File: config.mk
export PLATFORM = sky130hd
export DESIGN_NAME = final_adder_pipe_flat
export DESIGN_NICKNAME = d
export VERILOG_FILES = /design/src/rtl/final_adder_pipe_if.sv /design/src/rtl/final_adder_pipe.sv /design/src/flat_wrapper.sv
export SDC_FILE = /design/constraint.sdc
export NUM_CORES = 1
export LEC_CHECK = 0
export ABC_AREA = 1
export ABC_CLOCK_PERIOD_IN_PS = 18800
export CORE_MARGIN = 10
export CORE_UTILIZATION = 60
export DETAILED_ROUTE_END_ITERATION = 16
export MAX_ROUTING_LAYER = met4
export PLACE_DENSITY_LB_ADDON = 0.05
export SLEW_MARGIN = 40
export SYNTH_ARGS = -nofsm -noshare
export SYNTH_HDL_FRONTEND = slang
export SYNTH_SLANG_ARGS = --single-unit
File: constraint.sdc
create_clock -name clk -period 18.8 [get_ports clk]
set_clock_uncertainty 0.2 [all_clocks]
set_input_delay 3.76 -clock clk [delete_from_list [all_inputs] [get_ports clk]]
set_output_delay 3.76 -clock clk [all_outputs]
set_load 0.005 [all_outputs]
File: src/rtl/final_adder_pipe_if.sv
// Handshake bundle between the compressor tree, final_adder_pipe and the result consumer.
// The cout member exists only when FINAL_ADDER_CARRY_OUT_EN is defined.
interface final_adder_pipe_if #(
  parameter int unsigned PROD_W = 32
);
  logic              in_valid;
  logic              in_ready;
  logic [PROD_W-1:0] sum;
  logic [PROD_W-1:0] carry;
  logic              out_valid;
  logic              out_ready;
  logic [PROD_W-1:0] product;
`ifdef FINAL_ADDER_CARRY_OUT_EN
  logic              cout;

  modport master (
    output in_valid, sum, carry, out_ready,
    input  in_ready, out_valid, product, cout
  );
  modport slave (
    input  in_valid, sum, carry, out_ready,
    output in_ready, out_valid, product, cout
  );
`else
  modport master (
    output in_valid, sum, carry, out_ready,
    input  in_ready, out_valid, product
  );
  modport slave (
    input  in_valid, sum, carry, out_ready,
    output in_ready, out_valid, product
  );
`endif
endinterface

File: src/rtl/final_adder_pipe.sv
// Segmented pipelined carry-propagate adder: product = (sum + carry) mod 2^PROD_W, one SEG_W segment per stage.
// Optional FINAL_ADDER_CARRY_OUT_EN exposes the top-segment carry-out as cout.
module final_adder_pipe #(
  parameter int unsigned W      = 16,
  parameter int unsigned PROD_W = 2 * W,
  parameter int unsigned SEG_W  = 8
) (
  input logic               clk,
  input logic               rst,
  final_adder_pipe_if.slave bus
);

  localparam int unsigned NUM_SEG = (PROD_W + SEG_W - 1) / SEG_W;
  localparam int unsigned LAST_W  = PROD_W - (NUM_SEG - 1) * SEG_W;

  typedef logic [PROD_W-1:0] word_t;
  typedef logic [PROD_W:0]   ext_t;

  logic  adv;

  logic  v_q   [NUM_SEG];
  word_t s_q   [NUM_SEG];
  word_t c_q   [NUM_SEG];
  logic  cy_q  [NUM_SEG];

  logic  v_pre  [NUM_SEG];
  word_t s_pre  [NUM_SEG];
  word_t c_pre  [NUM_SEG];
  logic  cy_pre [NUM_SEG];

  word_t s_d  [NUM_SEG];
  logic  cy_d [NUM_SEG];

  // The whole pipe moves as one; a stalled output freezes every stage.
  assign adv          = !v_q[NUM_SEG-1] || bus.out_ready;
  assign bus.in_ready = adv;

  always_comb begin : stage_inputs
    for (int unsigned k = 0; k < NUM_SEG; k++) begin
      v_pre[k]  = 1'b0;
      s_pre[k]  = '0;
      c_pre[k]  = '0;
      cy_pre[k] = 1'b0;
    end
    v_pre[0]  = bus.in_valid;
    s_pre[0]  = bus.sum;
    c_pre[0]  = bus.carry;
    cy_pre[0] = 1'b0;
    for (int unsigned k = 1; k < NUM_SEG; k++) begin
      v_pre[k]  = v_q[k-1];
      s_pre[k]  = s_q[k-1];
      c_pre[k]  = c_q[k-1];
      cy_pre[k] = cy_q[k-1];
    end
  end

  // s_q[k] carries resolved bits below and including segment k, raw sum bits above it.
  always_comb begin : segment_add
    ext_t        s_ext, c_ext, mask, t, res;
    int unsigned lo, wid;
    s_ext = '0;
    c_ext = '0;
    mask  = '0;
    t     = '0;
    res   = '0;
    lo    = 0;
    wid   = 0;
    for (int unsigned k = 0; k < NUM_SEG; k++) begin
      s_d[k]  = '0;
      cy_d[k] = 1'b0;
    end
    for (int unsigned k = 0; k < NUM_SEG; k++) begin
      s_ext   = {1'b0, s_pre[k]};
      c_ext   = {1'b0, c_pre[k]};
      lo      = k * SEG_W;
      wid     = (k == NUM_SEG - 1) ? LAST_W : SEG_W;
      mask    = ~({(PROD_W + 1){1'b1}} << wid);
      t       = ((s_ext >> lo) & mask) + ((c_ext >> lo) & mask) + ext_t'(cy_pre[k]);
      res     = (s_ext & ~(mask << lo)) | ((t & mask) << lo);
      s_d[k]  = word_t'(res);
      cy_d[k] = |((t >> wid) & ext_t'(1));
    end
  end

  always_ff @(posedge clk) begin
    if (rst) begin
      for (int unsigned k = 0; k < NUM_SEG; k++) begin
        v_q[k]  <= 1'b0;
        s_q[k]  <= '0;
        c_q[k]  <= '0;
        cy_q[k] <= 1'b0;
      end
    end else if (adv) begin
      for (int unsigned k = 0; k < NUM_SEG; k++) begin
        v_q[k]  <= v_pre[k];
        s_q[k]  <= s_d[k];
        c_q[k]  <= c_pre[k];
        cy_q[k] <= cy_d[k];
      end
    end
  end

  assign bus.out_valid = v_q[NUM_SEG-1];
  assign bus.product   = s_q[NUM_SEG-1];
`ifdef FINAL_ADDER_CARRY_OUT_EN
  assign bus.cout      = cy_q[NUM_SEG-1];
`endif

endmodule

File: src/flat_wrapper.sv
// flat-port wrapper written by rule: the top's interface ports become plain ports
module final_adder_pipe_flat 
#(
  parameter int unsigned W      = 16,
  parameter int unsigned PROD_W = 2 * W,
  parameter int unsigned SEG_W  = 8
)
  (clk, rst, bus_in_valid, bus_sum, bus_carry, bus_out_ready, bus_in_ready, bus_out_valid, bus_product);
  final_adder_pipe_if #(.PROD_W(PROD_W)) bus_i ();
  input logic clk;
  input logic rst;
  input wire logic [$bits(bus_i.in_valid)-1:0] bus_in_valid;
  input wire logic [$bits(bus_i.sum)-1:0] bus_sum;
  input wire logic [$bits(bus_i.carry)-1:0] bus_carry;
  input wire logic [$bits(bus_i.out_ready)-1:0] bus_out_ready;
  output wire logic [$bits(bus_i.in_ready)-1:0] bus_in_ready;
  output wire logic [$bits(bus_i.out_valid)-1:0] bus_out_valid;
  output wire logic [$bits(bus_i.product)-1:0] bus_product;
  assign bus_i.in_valid = bus_in_valid;
  assign bus_i.sum = bus_sum;
  assign bus_i.carry = bus_carry;
  assign bus_i.out_ready = bus_out_ready;
  assign bus_in_ready = bus_i.in_ready;
  assign bus_out_valid = bus_i.out_valid;
  assign bus_product = bus_i.product;
  final_adder_pipe #(.W(W), .PROD_W(PROD_W), .SEG_W(SEG_W)) u_core (.clk(clk), .rst(rst), .bus(bus_i));
endmodule
==> reports/metrics.cfg, run 1 <==
[critical_path]
crit_fanout = 2
arrival_ps = 4920
critPathMaxStageDelay_ps = 530
crit_top_cell = clkdlybuf4s50_1
crit_type = input port to output port
cp_num_buf_inv = 3
critPathCaptureType = output port
cp.required_ps = 14840
cp_slowest_cell = clkdlybuf4s50_1
cp_top_family = buffers and inverters
cp-start-kind = input port
crit_chain = clkdlybuf4s50_1 -> inv_2 -> nand2_2 -> clkdlybuf4s50_1

[power]
ir_drop_mv = 0.0566
p_leak_nw = 4.52
p_total_mw = 0.912
powerDensity_nw_per_um2 = 90.4

[grt]
antenna_found_initial = 0
grt.overflow.total = 0
grt_pass1_wl_um = 23500
busiest_layer = met2
met1_usage = 0.188
grt_max_degree = 99
grt_pass1_vias = 5087
grtUsageTotal = 0.153
grt_use_met2 = 0.243
grt_use_met3 = 0.0432

[synth]
synth-edff-count = 183
mappedNetlistArea_sq_um = 8360
yosys.cell_types.count = 21
syn_inst = 789
yosysTopAreaCell = edfxtp_1
async_flop_share = 0
ys_seq_area_frac = 0.658
ys_ff_latch = 183
synthTopCellsByCount = nor2_1 (203), inv_1 (191), edfxtp_1 (183)
synth_warnings = 0
yosys_most_used_dff = edfxtp_1
synth_most_common_cell = nor2_1
netlist_top_cells_area = edfxtp_1 (66%), nor2_1 (9.1%), inv_1 (8.6%), ha_1 (4.2%), nand2_1 (3.5%)
synth_nets = 892
synth.top_cell.area_share = 0.658
avgSynthCellArea_sq_um = 10.6

[job]
maxCapViolCount = 0

[cells_and_area]
fill_cells = 998
area_growth_pct = 20.7
fin_util = 0.732
diodes = 0
nets = 995
finalNonFillerCells = 1084
drive_gt1_frac = 0.0431

[route]
route.detailed.vias_per_inst = 4.79
drt-wirelength-per-cell_um = 13.0
firstDrtPassIters = 5
via_count = 5190
remaining_drc_errors = 0
drt-total-wl_um = 14100
drtIter0Drc = 500
drtAntennaViolNets = 0

[placed_design]
dpl_worst_slack_ps = 9910
portBuffers = 101
place_congestion = 0.875
dp_hpwl_um = 9480
dp_cells = 1053

[floorplanning]
die_y_um = 138
fp.dieW_um = 138
num_rows = 43
die_area_sq_um = 19000
initial_core_util = 0.607
coreArea_sq_um = 13800
ioPinCount = 102

[timing]
report.final.setup_viol = 0
fmax_mhz = 113
tns_ps = 0
tightest_slew_ps = 769
finalHoldViolCount = 0
min_period_over_period = 0.472
maxSlewViolCount = 0
period_needed_ps = 8880
slew_headroom = 0.487
rsz0062_at_grt = false
setup_slack_ps = 9920

[cts]
clk_latency_ps = 420
clkSlewWorstSetupHoldPaths_ps = 60
hold_buffers = 0
cts_resized = 0
cts_setup_buffers = 0
cts_buffers = 17
tritoncts = yes
clock_sinks = 183
ctsRootBufferMaster = clkbuf_16
htreeDepth = 4
cts_buffer_depth = 2

[hold_path]
hold_class = flip-flop to flip-flop

[status]
status = completed

[layout make-up]
cell class / instances / area, sq um / area share
inverters: 193 / 724 / 0.0718
clock buffers: 18 / 429 / 0.0425
repair buffers: 104 / 1060 / 0.105
multi-input cells: 393 / 2020 / 0.200
well taps: 180 / 225 / 0.0223
flip-flops and latches: 183 / 5500 / 0.545
clock inverters: 13 / 131 / 0.0130
[metal layers]
layer	wire length [um]	up-vias
met5	0	-
met4	114	0
met3	624	16
met2	7000	133
met1	6400	2387
li1	-	2654
[cells in the final DEF (no fill, tap or decap), types with 7 or more instances in the layout]
cell and count:
edfxtp_1 183, inv_1 191, and2_1 7, a21oi_1 26
clkdlybuf4s50_1 101, or2_1 7, clkbuf_16 17, ha_1 28
nand3_1 19, nor2_1 203, nand2_1 78, fa_1 7
[sequential cells by signal, summed over array words and instances (netlist names)]
| signal | count |
|---|---|
| u_core.c_q | 48 |
| u_core.cy_q | 3 |
| u_core.s_q | 128 |
| u_core.v_q | 4 |
[cell families (layout without fill, tap and decap cells)]
kind of cell | count (synthesis) | count (layout) | synth area share
and+or+nand+nor | 328 | 328 | 0.161
buffers and inverters | 213 | 328 | 0.104
DFF | 183 | 183 | 0.658
adders and majority gates | 35 | 35 | 0.0587
AOI/OAI and AO/OA | 29 | 29 | 0.0183
xor gates and xnor gates | 1 | 1 | 0.00105
[stage by stage]
| stage | instance area, sq um | hold slack, ps |
|---|---|---|
| after floorplan | 8360 | 319 |
| after global placement | 9490 | 320 |
| after detailed placement | 9530 | 331 |
| after CTS | 10100 | 347 |
| after global routing | 10100 | 361 |
| final | 10100 | 344 |
[worst register-to-register path: stages, from the launching register on]
cell and delay, ps:
edfxtp_1 490, nand3_4 130, buf_6 560, clkbuf_8 790
[path summary, 6_finish.rpt]
path	start	to	slack, ps	depth (start not counted)
worst max register to register	u_core.v_q[0][3]	u_core.s_q[0][58]	16210	3
worst max-delay path	bus_out_ready	bus_in_ready	9920	4
worst min register to register	u_core.s_q[0][74]	u_core.s_q[0][106]	340	2
worst min-delay path	u_core.s_q[0][74]	u_core.s_q[0][106]	340	2
[report_power, final]
group | internal [mW] | switching, mW | total (mW)
clock | 0.194 | 0.142 | 0.336
sequential | 0.479 | 0.00878 | 0.487
combinational | 0.0419 | 0.0457 | 0.0876
total | 0.715 | 0.197 | 0.912
Power figures use the tool's default switching activity.
==> run 2, diff against run 1 <==
--- a/config.mk
+++ b/config.mk
@@ -6,9 +6,9 @@
 export NUM_CORES = 1
 export LEC_CHECK = 0
 export ABC_AREA = 1
-export ABC_CLOCK_PERIOD_IN_PS = 18800
+export ABC_CLOCK_PERIOD_IN_PS = 8700
 export CORE_MARGIN = 10
-export CORE_UTILIZATION = 60
+export CORE_UTILIZATION = 56
 export DETAILED_ROUTE_END_ITERATION = 16
 export MAX_ROUTING_LAYER = met4
 export PLACE_DENSITY_LB_ADDON = 0.05
==> constraint.sdc (replaced) <==
create_clock -name clk -period 8.7 [get_ports clk]
set_clock_uncertainty 0.2 [all_clocks]
set_input_delay 1.74 -clock clk [delete_from_list [all_inputs] [get_ports clk]]
set_output_delay 1.74 -clock clk [all_outputs]
set_load 0.005 [all_outputs]
==> run 2 against run 1 <==
First-iteration DRC count decreased by 48%. Clock-buffer cell count grew 2. Largest cell class unchanged. Sequential power is 120% higher. Worst hold slack worse by 3.3 ps. Register-to-register slack got worse by 9800 ps. Critical path type unchanged. Cell area rose by 0.51%. Routed wire length is 0.25% lower. Global-route usage shrank 0.96 points. Power rose by 120%. Critical endpoint unchanged. Via count down 1.5%.
==> reports/metrics.cfg, run 2 (synthesis gave the netlist of run 1 again) <==
[status]
status = completed

[floorplanning]
num_rows = 44  ; +2.3%
die_y_um = 142  ; +3.0%
ioPinCount = 102  ; unchanged
initial_core_util = 0.573  ; -0.0339
coreArea_sq_um = 14600  ; +5.9%
fp.dieW_um = 142  ; +3.0%
die_area_sq_um = 20200  ; +6.1%

[cells_and_area]
diodes = 0  ; unchanged
fin_util = 0.695  ; -0.0374
largest_register = u_core.s_q
layout_commonest_cell = nor2_1
drive_gt1_frac = 0.0398  ; -0.00336
final_cell_mix = nor2_1 (203), inv_1 (191), edfxtp_1 (183)
finalNonFillerCells = 1089  ; +0.46%
largest_reg_flops = 128  ; unchanged
finalInstanceArea_sq_um = 10100  ; +0.51%
top_regs = u_core.s_q: 128 flops, u_core.c_q: 48 flops, u_core.v_q: 4 flops
nets = 996  ; +0.10%
area_growth_pct = 21.4

[route]
drtAntennaViolNets = 0  ; unchanged
firstDrtPassIters = 4  ; -1
route.detailed.vias_per_inst = 4.69  ; -2.0%
drt-total-wl_um = 14100  ; -0.25%
drtIter0Drc = 261  ; -48%
via_count = 5112  ; -1.5%
drt-wirelength-per-cell_um = 13.0  ; -0.71%
remaining_drc_errors = 0  ; unchanged

[cts]
hold_buffers = 0  ; unchanged
clkSlewWorstSetupHoldPaths_ps = 60  ; about the same
clk_latency_ps = 420  ; about the same
tritoncts = yes
clock_sinks = 183  ; unchanged
cts_resized = 0  ; unchanged
cts_buffers = 17  ; unchanged
cts_setup_buffers = 0  ; unchanged
htreeDepth = 4  ; unchanged
cts_buffer_depth = 2  ; unchanged
ctsRootBufferMaster = clkbuf_16

[job]
maxCapViolCount = 0  ; unchanged

[placed_design]
dp_hpwl_um = 9500  ; +0.20%
portBuffers = 101  ; unchanged
dp_cells = 1057  ; +0.38%
place_congestion = 0.899  ; +2.8%
dpl-instance-area_sq_um = 9520  ; about the same

[critical_path]
cp-start-kind = input port
critPathLaunch = bus_out_ready
reg2regPathDepth = 6  ; +3
arrival_ps = 2900  ; -2020 ps
crit_type = input port to output port
cp.required_ps = 6760  ; -8080 ps
crit_fanout = 2  ; unchanged
critPathCaptureType = output port
reg2reg_from = u_core.v_q[0][3]

[timing]
slew_headroom = 0.581  ; +0.0942
maxSlewViolCount = 0  ; unchanged
min_period_over_period = 0.557
report.final.setup_viol = 0  ; unchanged
tns_ps = 0  ; unchanged
tightest_slew_ps = 628  ; -141 ps
finalHoldViolCount = 0  ; unchanged
rsz0062_at_grt = false
period_needed_ps = 4840
fmax_mhz = 206

[hold_path]
min-delay-start = u_core.s_q[0][73]
min_path_cells = 2  ; unchanged
hold_class = flip-flop to flip-flop

[grt]
antenna_found_initial = 0  ; unchanged
grt.overflow.total = 0  ; unchanged
grtUsageTotal = 0.143  ; -0.00964
grt_max_degree = 98  ; -1.0%
grt_pass1_vias = 5045  ; -0.83%
grt_pass1_wl_um = 22800  ; -3.0%

[power]
powerDensity_nw_per_um2 = 199  ; +120%
p_leak_nw = 4.54  ; +0.53%
ir_drop_mv = 0.132  ; +130%
p_total_mw = 2.02  ; +120%

-- run 2: cell count changes in the layout (fill, tap and decap cells not counted), sizes merged --
cell	delta
buf	+2
inv	-2
clkbuf	+1
clkinvlp	-2
bufinv	+2
-- run 2: metal layers --
| layer | track usage | up-vias | wire (um) |
|---|---|---|---|
| met1 | 0.171 | 2320 | 6380 |
| met5 | - | - | 0 |
| li1 | - | 2662 | - |
| met4 | 0.0559 | 0 | 281 |
| met2 | 0.231 | 111 | 6880 |
| met3 | 0.0357 | 19 | 565 |
-- run 2: layout make-up --
| type | instances | area, sq um |
|---|---|---|
| tap | 184 | 230 |
| inverter | 193 | 724 |
| clock buffer | 20 | 437 |
| clock inverter | 11 | 156 |
| timing repair buffer | 105 | 1080 |
| multi-input combinational | 393 | 2020 |
| sequential | 183 | 5500 |
| fill | 1074 | 4450 |
-- run 2: where the power goes --
part	switching, mW	internal (mW)	total [mW]
sequential	0.0183	1.03	1.05
clock	0.304	0.475	0.779
combinational	0.0980	0.0908	0.189
total	0.420	1.60	2.02
-- run 2: path summary, 6_finish.rpt --
kind | endpoint | slack (ps)
worst min-delay path | u_core.s_q[0][105] | 340
worst max register to register | u_core.s_q[0][87] | 6390
worst min register to register | u_core.s_q[0][105] | 340
worst max-delay path | bus_in_ready | 3860
-- run 2: metrics by stage --
stage	worst slack (ps)	hold WS (ps)
6_report	3860	341
3_3_place_gp	3860	320
3_5_place_dp	3850	329
2_1_floorplan	710	319
5_1_grt	3800	361
4_1_cts	3840	345
-- run 2: worst max-delay path, cell delays in order --
cell and delay [ps]:
clkdlybuf4s50_1 470, inv_2 50, nand2_2 110, clkdlybuf4s50_1 530
